<file path="src/rtl/serial_boot_loader.sv">
// Deserialises a framed boot image (header N, N payload words, checksum) from a strobe/data pin pair into memory writes.
// A bit lands SYNC_STAGES+1 clocks after its strobe edge; writes are single-cycle pulses with no backpressure.
module serial_boot_loader #(
  parameter int WORD_W      = 32,
  parameter int ADDR_W      = 12,
  parameter int BASE_ADDR   = 0,
  parameter int SYNC_STAGES = 2,
  parameter int TIMEOUT     = 100000
) (
  input  logic              i_clk,
  input  logic              i_reset,
  input  logic              i_enable,
  input  logic              i_data_clk,
  input  logic              i_data_pin,
  output logic              o_wr_en,
  output logic [ADDR_W-1:0] o_wr_addr,
  output logic [WORD_W-1:0] o_wr_data,
  output logic              o_busy,
  output logic              o_done,
  output logic              o_error,
  output logic [1:0]        o_error_code,
  output logic [ADDR_W:0]   o_word_count
);

  localparam int CNT_W = $clog2(WORD_W);
  localparam int TMO_W = $clog2(TIMEOUT + 1);
  localparam logic [ADDR_W:0]   DEPTH_N  = {1'b1, {ADDR_W{1'b0}}};
  localparam logic [ADDR_W-1:0] BASE_A   = ADDR_W'(BASE_ADDR);
  localparam logic [1:0]        ERR_NONE = 2'b00;
  localparam logic [1:0]        ERR_TMO  = 2'b01;
  localparam logic [1:0]        ERR_CSUM = 2'b10;
  localparam logic [1:0]        ERR_HDR  = 2'b11;

  typedef enum logic [2:0] {
    S_IDLE,
    S_HDR,
    S_LOAD,
    S_CHECK,
    S_DONE,
    S_ERROR
  } state_t;

  state_t r_state;
  state_t w_state_nxt;

  logic [SYNC_STAGES-1:0] r_clk_sync;
  logic [SYNC_STAGES-1:0] r_pin_sync;
  logic                   r_clk_prev;
  logic [WORD_W-1:0]      r_shift;
  logic [CNT_W-1:0]       r_bit_cnt;
  logic [TMO_W-1:0]       r_tmo;
  logic [WORD_W-1:0]      r_csum;
  logic [ADDR_W:0]        r_n;
  logic [ADDR_W:0]        r_word_count;
  logic                   r_wr_en;
  logic [ADDR_W-1:0]      r_wr_addr;
  logic [WORD_W-1:0]      r_wr_data;
  logic [1:0]             r_err_code;

  logic              w_edge;
  logic              w_bit;
  logic              w_active;
  logic              w_shift_in;
  logic              w_word_done;
  logic              w_timeout;
  logic [WORD_W-1:0] w_word;
  logic [ADDR_W:0]   w_hdr_n;
  logic              w_hdr_bad;
  logic [ADDR_W:0]   w_cnt_inc;
  logic              w_wr_fire;
  logic              w_hdr_take;
  logic              w_err_set;
  logic [1:0]        w_err_code_nxt;

  assign w_edge      = r_clk_sync[SYNC_STAGES-1] & ~r_clk_prev;
  assign w_bit       = r_pin_sync[SYNC_STAGES-1];
  assign w_active    = (r_state == S_HDR) || (r_state == S_LOAD) || (r_state == S_CHECK);
  assign w_shift_in  = i_enable && w_edge && ((r_state == S_IDLE) || w_active);
  assign w_word      = {r_shift[WORD_W-2:0], w_bit};
  assign w_word_done = w_shift_in && (r_bit_cnt == CNT_W'(WORD_W - 1));
  // An edge in the expiry cycle restarts the count instead of aborting.
  assign w_timeout   = w_active && !w_edge && (r_tmo == TMO_W'(TIMEOUT));
  assign w_hdr_n     = w_word[ADDR_W:0];
  assign w_hdr_bad   = (|(w_word >> (ADDR_W + 1))) || (w_hdr_n > DEPTH_N);
  assign w_cnt_inc   = r_word_count + (ADDR_W + 1)'(1);

  always_ff @(posedge i_clk) begin
    if (!i_reset) begin
      r_state <= S_IDLE;
    end else begin
      r_state <= w_state_nxt;
    end
  end

  always_comb begin
    w_state_nxt    = r_state;
    w_wr_fire      = 1'b0;
    w_hdr_take     = 1'b0;
    w_err_set      = 1'b0;
    w_err_code_nxt = ERR_NONE;
    if (!i_enable) begin
      w_state_nxt = S_IDLE;
    end else begin
      case (r_state)
        S_IDLE: begin
          if (w_edge) w_state_nxt = S_HDR;
        end
        S_HDR: begin
          if (w_timeout) begin
            w_state_nxt    = S_ERROR;
            w_err_set      = 1'b1;
            w_err_code_nxt = ERR_TMO;
          end else if (w_word_done) begin
            w_hdr_take = 1'b1;
            if (w_hdr_bad) begin
              w_state_nxt    = S_ERROR;
              w_err_set      = 1'b1;
              w_err_code_nxt = ERR_HDR;
            end else if (w_hdr_n == '0) begin
              w_state_nxt = S_CHECK;
            end else begin
              w_state_nxt = S_LOAD;
            end
          end
        end
        S_LOAD: begin
          if (w_timeout) begin
            w_state_nxt    = S_ERROR;
            w_err_set      = 1'b1;
            w_err_code_nxt = ERR_TMO;
          end else if (w_word_done) begin
            w_wr_fire = 1'b1;
          end else if (r_wr_en && (r_word_count == r_n)) begin
            // Leave only after the final pulse so wr_en stays confined to LOAD.
            w_state_nxt = S_CHECK;
          end
        end
        S_CHECK: begin
          if (w_timeout) begin
            w_state_nxt    = S_ERROR;
            w_err_set      = 1'b1;
            w_err_code_nxt = ERR_TMO;
          end else if (w_word_done) begin
            if (w_word == r_csum) begin
              w_state_nxt = S_DONE;
            end else begin
              w_state_nxt    = S_ERROR;
              w_err_set      = 1'b1;
              w_err_code_nxt = ERR_CSUM;
            end
          end
        end
        default: w_state_nxt = r_state;
      endcase
    end
  end

  always_ff @(posedge i_clk) begin
    if (!i_reset) begin
      r_clk_sync   <= '0;
      r_pin_sync   <= '0;
      r_clk_prev   <= 1'b0;
      r_shift      <= '0;
      r_bit_cnt    <= '0;
      r_tmo        <= '0;
      r_csum       <= '0;
      r_n          <= '0;
      r_word_count <= '0;
      r_wr_en      <= 1'b0;
      r_wr_addr    <= '0;
      r_wr_data    <= '0;
      r_err_code   <= ERR_NONE;
    end else begin
      r_clk_sync <= {r_clk_sync[SYNC_STAGES-2:0], i_data_clk};
      r_pin_sync <= {r_pin_sync[SYNC_STAGES-2:0], i_data_pin};
      r_clk_prev <= r_clk_sync[SYNC_STAGES-1];
      if (!i_enable) begin
        r_shift      <= '0;
        r_bit_cnt    <= '0;
        r_tmo        <= '0;
        r_csum       <= '0;
        r_n          <= '0;
        r_word_count <= '0;
        r_wr_en      <= 1'b0;
        r_err_code   <= ERR_NONE;
      end else begin
        r_wr_en <= w_wr_fire;
        if (w_err_set) begin
          r_err_code <= w_err_code_nxt;
        end
        if (w_timeout) begin
          r_shift   <= '0;
          r_bit_cnt <= '0;
        end else if (w_shift_in) begin
          r_shift   <= w_word;
          r_bit_cnt <= w_word_done ? '0 : r_bit_cnt + CNT_W'(1);
        end
        if (w_edge || !w_active) begin
          r_tmo <= '0;
        end else if (r_tmo != TMO_W'(TIMEOUT)) begin
          r_tmo <= r_tmo + TMO_W'(1);
        end
        if (w_hdr_take) begin
          r_n          <= w_hdr_n;
          r_csum       <= '0;
          r_word_count <= '0;
        end
        if (w_wr_fire) begin
          r_wr_addr    <= BASE_A + r_word_count[ADDR_W-1:0];
          r_wr_data    <= w_word;
          r_word_count <= w_cnt_inc;
          r_csum       <= r_csum + w_word;
        end
      end
    end
  end

  assign o_wr_en      = r_wr_en;
  assign o_wr_addr    = r_wr_addr;
  assign o_wr_data    = r_wr_data;
  assign o_busy       = (r_state == S_LOAD) || (r_state == S_CHECK);
  assign o_done       = (r_state == S_DONE);
  assign o_error      = (r_state == S_ERROR);
  assign o_error_code = r_err_code;
  assign o_word_count = r_word_count;

endmodule

</file>
<file path="config.mk">
export PLATFORM = sky130hd
export DESIGN_NAME = serial_boot_loader
export DESIGN_NICKNAME = d
export VERILOG_FILES = /design/src/rtl/serial_boot_loader.sv
export SDC_FILE = /design/constraint.sdc
export NUM_CORES = 1
export LEC_CHECK = 0
export CORE_MARGIN = 10
export CORE_UTILIZATION = 40
export CTS_CLUSTER_DIAMETER = 150
export CTS_CLUSTER_SIZE = 24
export DETAILED_ROUTE_END_ITERATION = 8
export GPL_ROUTABILITY_DRIVEN = 0
export GPL_TIMING_DRIVEN = 0
export PLACE_DENSITY = 0.63
export SLEW_MARGIN = 20
export SYNTH_ARGS = -nofsm -noshare
export SYNTH_HDL_FRONTEND = slang
export SYNTH_SLANG_ARGS = --single-unit
</file>
<file path="constraint.sdc">
create_clock -name i_clk -period 3.07 [get_ports i_clk]
set_clock_uncertainty 0.2 [all_clocks]
set_input_delay 0.921 -clock i_clk [delete_from_list [all_inputs] [get_ports i_clk]]
set_output_delay 0.921 -clock i_clk [all_outputs]
set_load 0.05 [all_outputs]
</file>
**Yosys cells after proc, flatten, opt, wreduce, memory -nomap -nowiden**

Cells that the tools add are included.

- Register bits: 166
- Output and inout port bits: 63

- Reductions and logical operators: 24
- Bitwise gates (word level): 4
- Magnitude comparators: 1
- Equality and inequality tests: 15
- $add $sub $neg: 4
- Multiplexer cells: 40

Operators by type and width:

| cell | count |
|---|---|
| 32-bit 2-to-1 mux | 2 |
| 32-bit adder | 1 |
| 32-bit equality test | 1 |
| 3-bit 2-to-1 mux | 9 |
| 13-bit 2-to-1 mux | 2 |
| 19-bit OR reduction | 1 |
| 17-bit by 1-bit adder with 17-bit output, second input constant | 1 |
| 17-bit equality test, second input constant | 1 |
| 1-bit 2-to-1 mux | 17 |
| 17-bit != test, second input constant | 1 |
| 13-bit by 1-bit adder with 13-bit output, second input constant | 1 |
| 13-bit equality test | 1 |
| 13-bit greater-than comparator, second input constant | 1 |
| 13-bit logical NOT | 1 |
| 2-bit 2-to-1 mux | 6 |
| 3-bit != test, second input constant | 4 |
| 3-bit one-hot mux with 4 select lines | 1 |
| 3-bit by 2-bit equality test with 1-bit output, second input constant | 2 |
| 3-bit equality test, second input constant | 2 |
| 1-bit logical AND | 6 |
| 1-bit logical OR | 6 |
| 2-bit one-hot mux with 3 select lines | 1 |
| 6-bit AND reduction | 1 |
| 3-bit OR reduction | 2 |
| other kinds (13) | 17 |

**Longest topological paths before layout**

- Depth after elaboration: 12
- Mapped depth: 12

**Worst setup path before layout**

No wires, ideal clock.

- Path kind: register -> output
- Start point: register r_state[2]
- End point: output port o_done
- Data required time: 1949 ps
- Data arrival time: 1761 ps
- Cell stages (with the launch flop): 3
- Path slack: 188 ps
- Buffers on the path: 1
- Path through: dfxtp_1 clkbuf_1 nor3b_1

- Word-level cells in the longest chain between the ends: 1

Ends and longest elaborated chain:

| element | RTL line | source |
|---|---|---|
| start: declaration | 43 | `state_t r_state;` |
| start signal: assignment | 91 | `r_state <= w_state_nxt;` |
| 3-bit equality test | 222 | `assign o_done = (r_state == S_DONE);` |
| end: declaration | 19 | `output logic o_done,` |

Every way passes these cells.

**Worst setup path in the final report**

- Start point: register r_pin_sync[1]
- End point: register r_csum[28]

- Word-level cells in the longest chain between the ends: 2

Ends and longest elaborated chain:

| element | RTL line | source |
|---|---|---|
| start: declaration | 47 | `logic [SYNC_STAGES-1:0] r_pin_sync;` |
| start signal: assignment | 175 | `r_pin_sync <= {r_pin_sync[SYNC_STAGES-2:0], i_data_pin};` |
| 32-bit adder | 212 | `r_csum <= r_csum + w_word;` |
| 32-bit 2-to-1 mux | 208 | `if (w_wr_fire) begin` |
| end signal: assignment | 212 |  |
| end: declaration | 52 | `logic [WORD_W-1:0] r_csum;` |

Every way passes these cells.
A chain may end at the register's enable or synchronous reset.

==> flow_metrics.tcl <==
set metrics [dict create \
    hold_buffers 0 \
    post-route-period-util_pct 94.9 \
    grt_pass1_vias 7265 \
    synth_top_area_share_pct 40.5 \
    cap_viol_max_count 0 \
    final_cells 1414 \
    fmax_ghz 0.343 \
    grt_max_degree 17 \
    nNetsFinal 1173 \
    wl_per_cell_um 16.0 \
    rsz0062_at_grt "false" \
    drive_gt1_share_pct 7.69 \
    cp_cell_sequence "ha_2 > fa_2 > a21o_1 > a221oi_4 > o211a_1 > o21a_1 > o31a_1 > o21ai_4 > a31oi_2 > mux2i_1 > nand2_1" \
    min_from "r_clk_sync[0]" \
    final_area_um2 9940 \
    slowest_delay_ns 0.35 \
    clk_latency_ns 0.44 \
    ys_ff_latch 166 \
    first_iter_violations 508 \
    min_period_ns 2.91 \
    yosysSeqAreaShare_pct 40.5 \
    r2r_end "r_csum[28]" \
    layout_commonest_cell "nand2_1" \
    drt_pass1_iterations 6 \
    synth_area_leaders "dfxtp_1 (40%), nand2_1 (11%), a21oi_1 (6.5%)" \
    cts_tree "yes" \
    core_area_um2 20200 \
    rrSetupSlack_ns 0.16 \
    leakagePower_nw 3.59 \
    relSlewSlack_pct 55.0 \
    cts_buffers 17 \
    dieWidth_um 163 \
    hold_violations 0 \
    peakVddDrop_v 0.000351 \
    setup_viol 0 \
    crit_required_ns 3.19 \
    synthesis.area_um2 8210 \
    route.detailed.drc 0 \
    whs_path_depth 1 \
    wl_um 22600 \
    io_pins 68 \
    place_inst 1374 \
    grt_overflow 0 \
    num_vias 7500 \
    slowest_stage "dfxtp_4" \
    clk_pin_slew_ns 0.07 \
    tightest_slew_ns 0.675 \
    initial_core_util_pct 40.6 \
    grt_usage_pct 17.0 \
    critPathMaxFanout 4 \
    netlist-cell-type-count 54 \
    tns_ns 0 \
    start_kind "flip-flop" \
    ff2ff_path_depth 11 \
    yosys_warnings 0 \
    dieArea_um2 26600 \
    whs_endpoint "r_clk_sync[1]" \
    reg2reg_from "r_pin_sync[1]" \
    rows 52 \
    synth_ff_type "dfxtp_1" \
    insertedDiodeCount 0 \
    root_buffer "clkbuf_16" \
    cts_buffer_depth 2 \
    cp.arrival_ns 3.04 \
    holdCritPathClass "reg2reg" \
    antenna_found_initial 0 \
    io_buffers 66 \
    ant_nets 0 \
    synth_area_leader_cell "dfxtp_1" \
    grt_pass1_wl_um 37000 \
    synthCells 1038 \
    crit_path_end_kind "flip-flop" \
    synth-async-reset-ratio_pct 0 \
    syn_avg_cell_area_um2 7.91 \
    synth_edf_count 0 \
    dpl.hpwl_um 16700 \
    syn_to_final_growth_pct 21.1 \
    die_y_um 163 \
    status "finished, final reports clean" \
    mostFrequentLayoutCells "nand2_1 (231), dfxtp_1 (165), a21oi_1 (107), clkdlybuf4s50_1 (62), nor2_1 (59)" \
    p_per_area_nw_per_um2 437 \
    h-tree-depth 4 \
    synth.net_count 1080 \
    criticalPathCategory "reg2reg" \
    postPlaceCellArea_um2 9210 \
    numClockSinks 166 \
    drv_slew 0 \
    viasPerCell 5.30 \
]
==> synthesized netlist by cell type (11+ instances only) <==
cell	number
a21boi_0	44
a21o_1	13
a21oi_1	107
a22oi_1	13
a31oi_1	11
and3_1	19
buf_2	16
clkbuf_1	49
dfxtp_1	166
ha_1	36
inv_1	17
nand2_1	231
nand3_1	18
nand4_1	18
nor2_1	60
nor3_1	20
nor4_1	17
o21ai_0	45
xnor2_1	35
xor2_1	22
==> per-layer routing <==
metal	vias up	part of all wire, %	track usage [%]
met3	39	5.3	3.85
li1	3777	-	-
met5	-	0	0
met4	0	2.3	6.39
met2	175	45	26.4
met1	3509	48	22.5
==> cell families (layout without fill, tap and decap cells) <==
group,after synthesis,in the layout,share of synthesized area [%]
fa+ha+maj,37,37,5.73
simple gates,428,428,23.6
buf+inv,83,189,4.04
compound gates,262,262,19.4
xor+xnor,57,57,6.08
flops,166,166,40.5
mux,5,5,0.640
==> worst max path at each step <==
| stage | startpoint | to | slack [ns] | cells after the start |
|---|---|---|---|---|
| after floorplan | r_state[2] | o_done | 0.19 | 2 |
| after global placement | i_enable | o_word_count[5] | -0.97 | 9 |
| after detailed placement | i_enable | o_word_count[2] | -0.96 | 9 |
| after CTS | r_state[0] | o_error | 0.02 | 3 |
| after global routing | r_shift[3] | r_csum[25] | 0.004 | 10 |
| final | r_pin_sync[1] | r_csum[28] | 0.16 | 11 |
==> timing repair <==
| item | CTS | global route |
|---|---|---|
| gates resized for setup | 18 | 23 |
| pin swaps | 5 | 6 |
| buffers inserted | 3 | 7 |
| setup endpoints to repair | 100 | 98 |
==> power breakdown <==
group	internal, mW	switching, mW	total (mW)	leakage, nW
combinational	0.0249	0.0587	0.0836	1.98
clock	1.14	0.967	2.10	0.277
sequential	2.16	0.00229	2.16	1.34
total	3.32	1.03	4.34	3.59
==> worst max-delay path: cells and delay by family (launching register included) <==
kind | cells | cell delay (ns)
compound gates | 7 | 1.40
fa+ha+maj | 2 | 0.54
flops | 1 | 0.35
mux | 1 | 0.23
simple gates | 1 | 0.06
==> flip-flops by register name, summed over array words and instances, names as in the netlist <==
name,cells
o_error_code,2
o_word_count,13
o_wr_addr,12
o_wr_data,32
o_wr_en,1
r_bit_cnt,5
r_clk_prev,1
r_clk_sync,2
r_csum,32
r_n,13
r_pin_sync,2
r_shift,31
r_state,3
r_tmo,17
==> through the flow <==
stage	utilization (%)	power (mW)	hold WS, ns	worst slack (ns)
5_1_grt	49.1	4.48	0.249	0.00411
6_report	49.1	4.34	0.234	0.158
2_1_floorplan	-	2.25	0.212	0.188
3_3_place_gp	45.5	2.29	0.218	-0.968
4_1_cts	48.6	4.38	0.236	0.0214
3_5_place_dp	45.5	2.29	0.219	-0.958
==> layout make-up <==
class	count	area, um2
buffer	64	270
clock buffer	17	425
clock inverter	15	150
fill	1972	10300
inverter	17	63.8
multi-input combinational	789	4630
sequential	166	3330
tap	270	338
timing repair buffer	76	736
No activity file was read; power rests on OpenSTA's default activity.
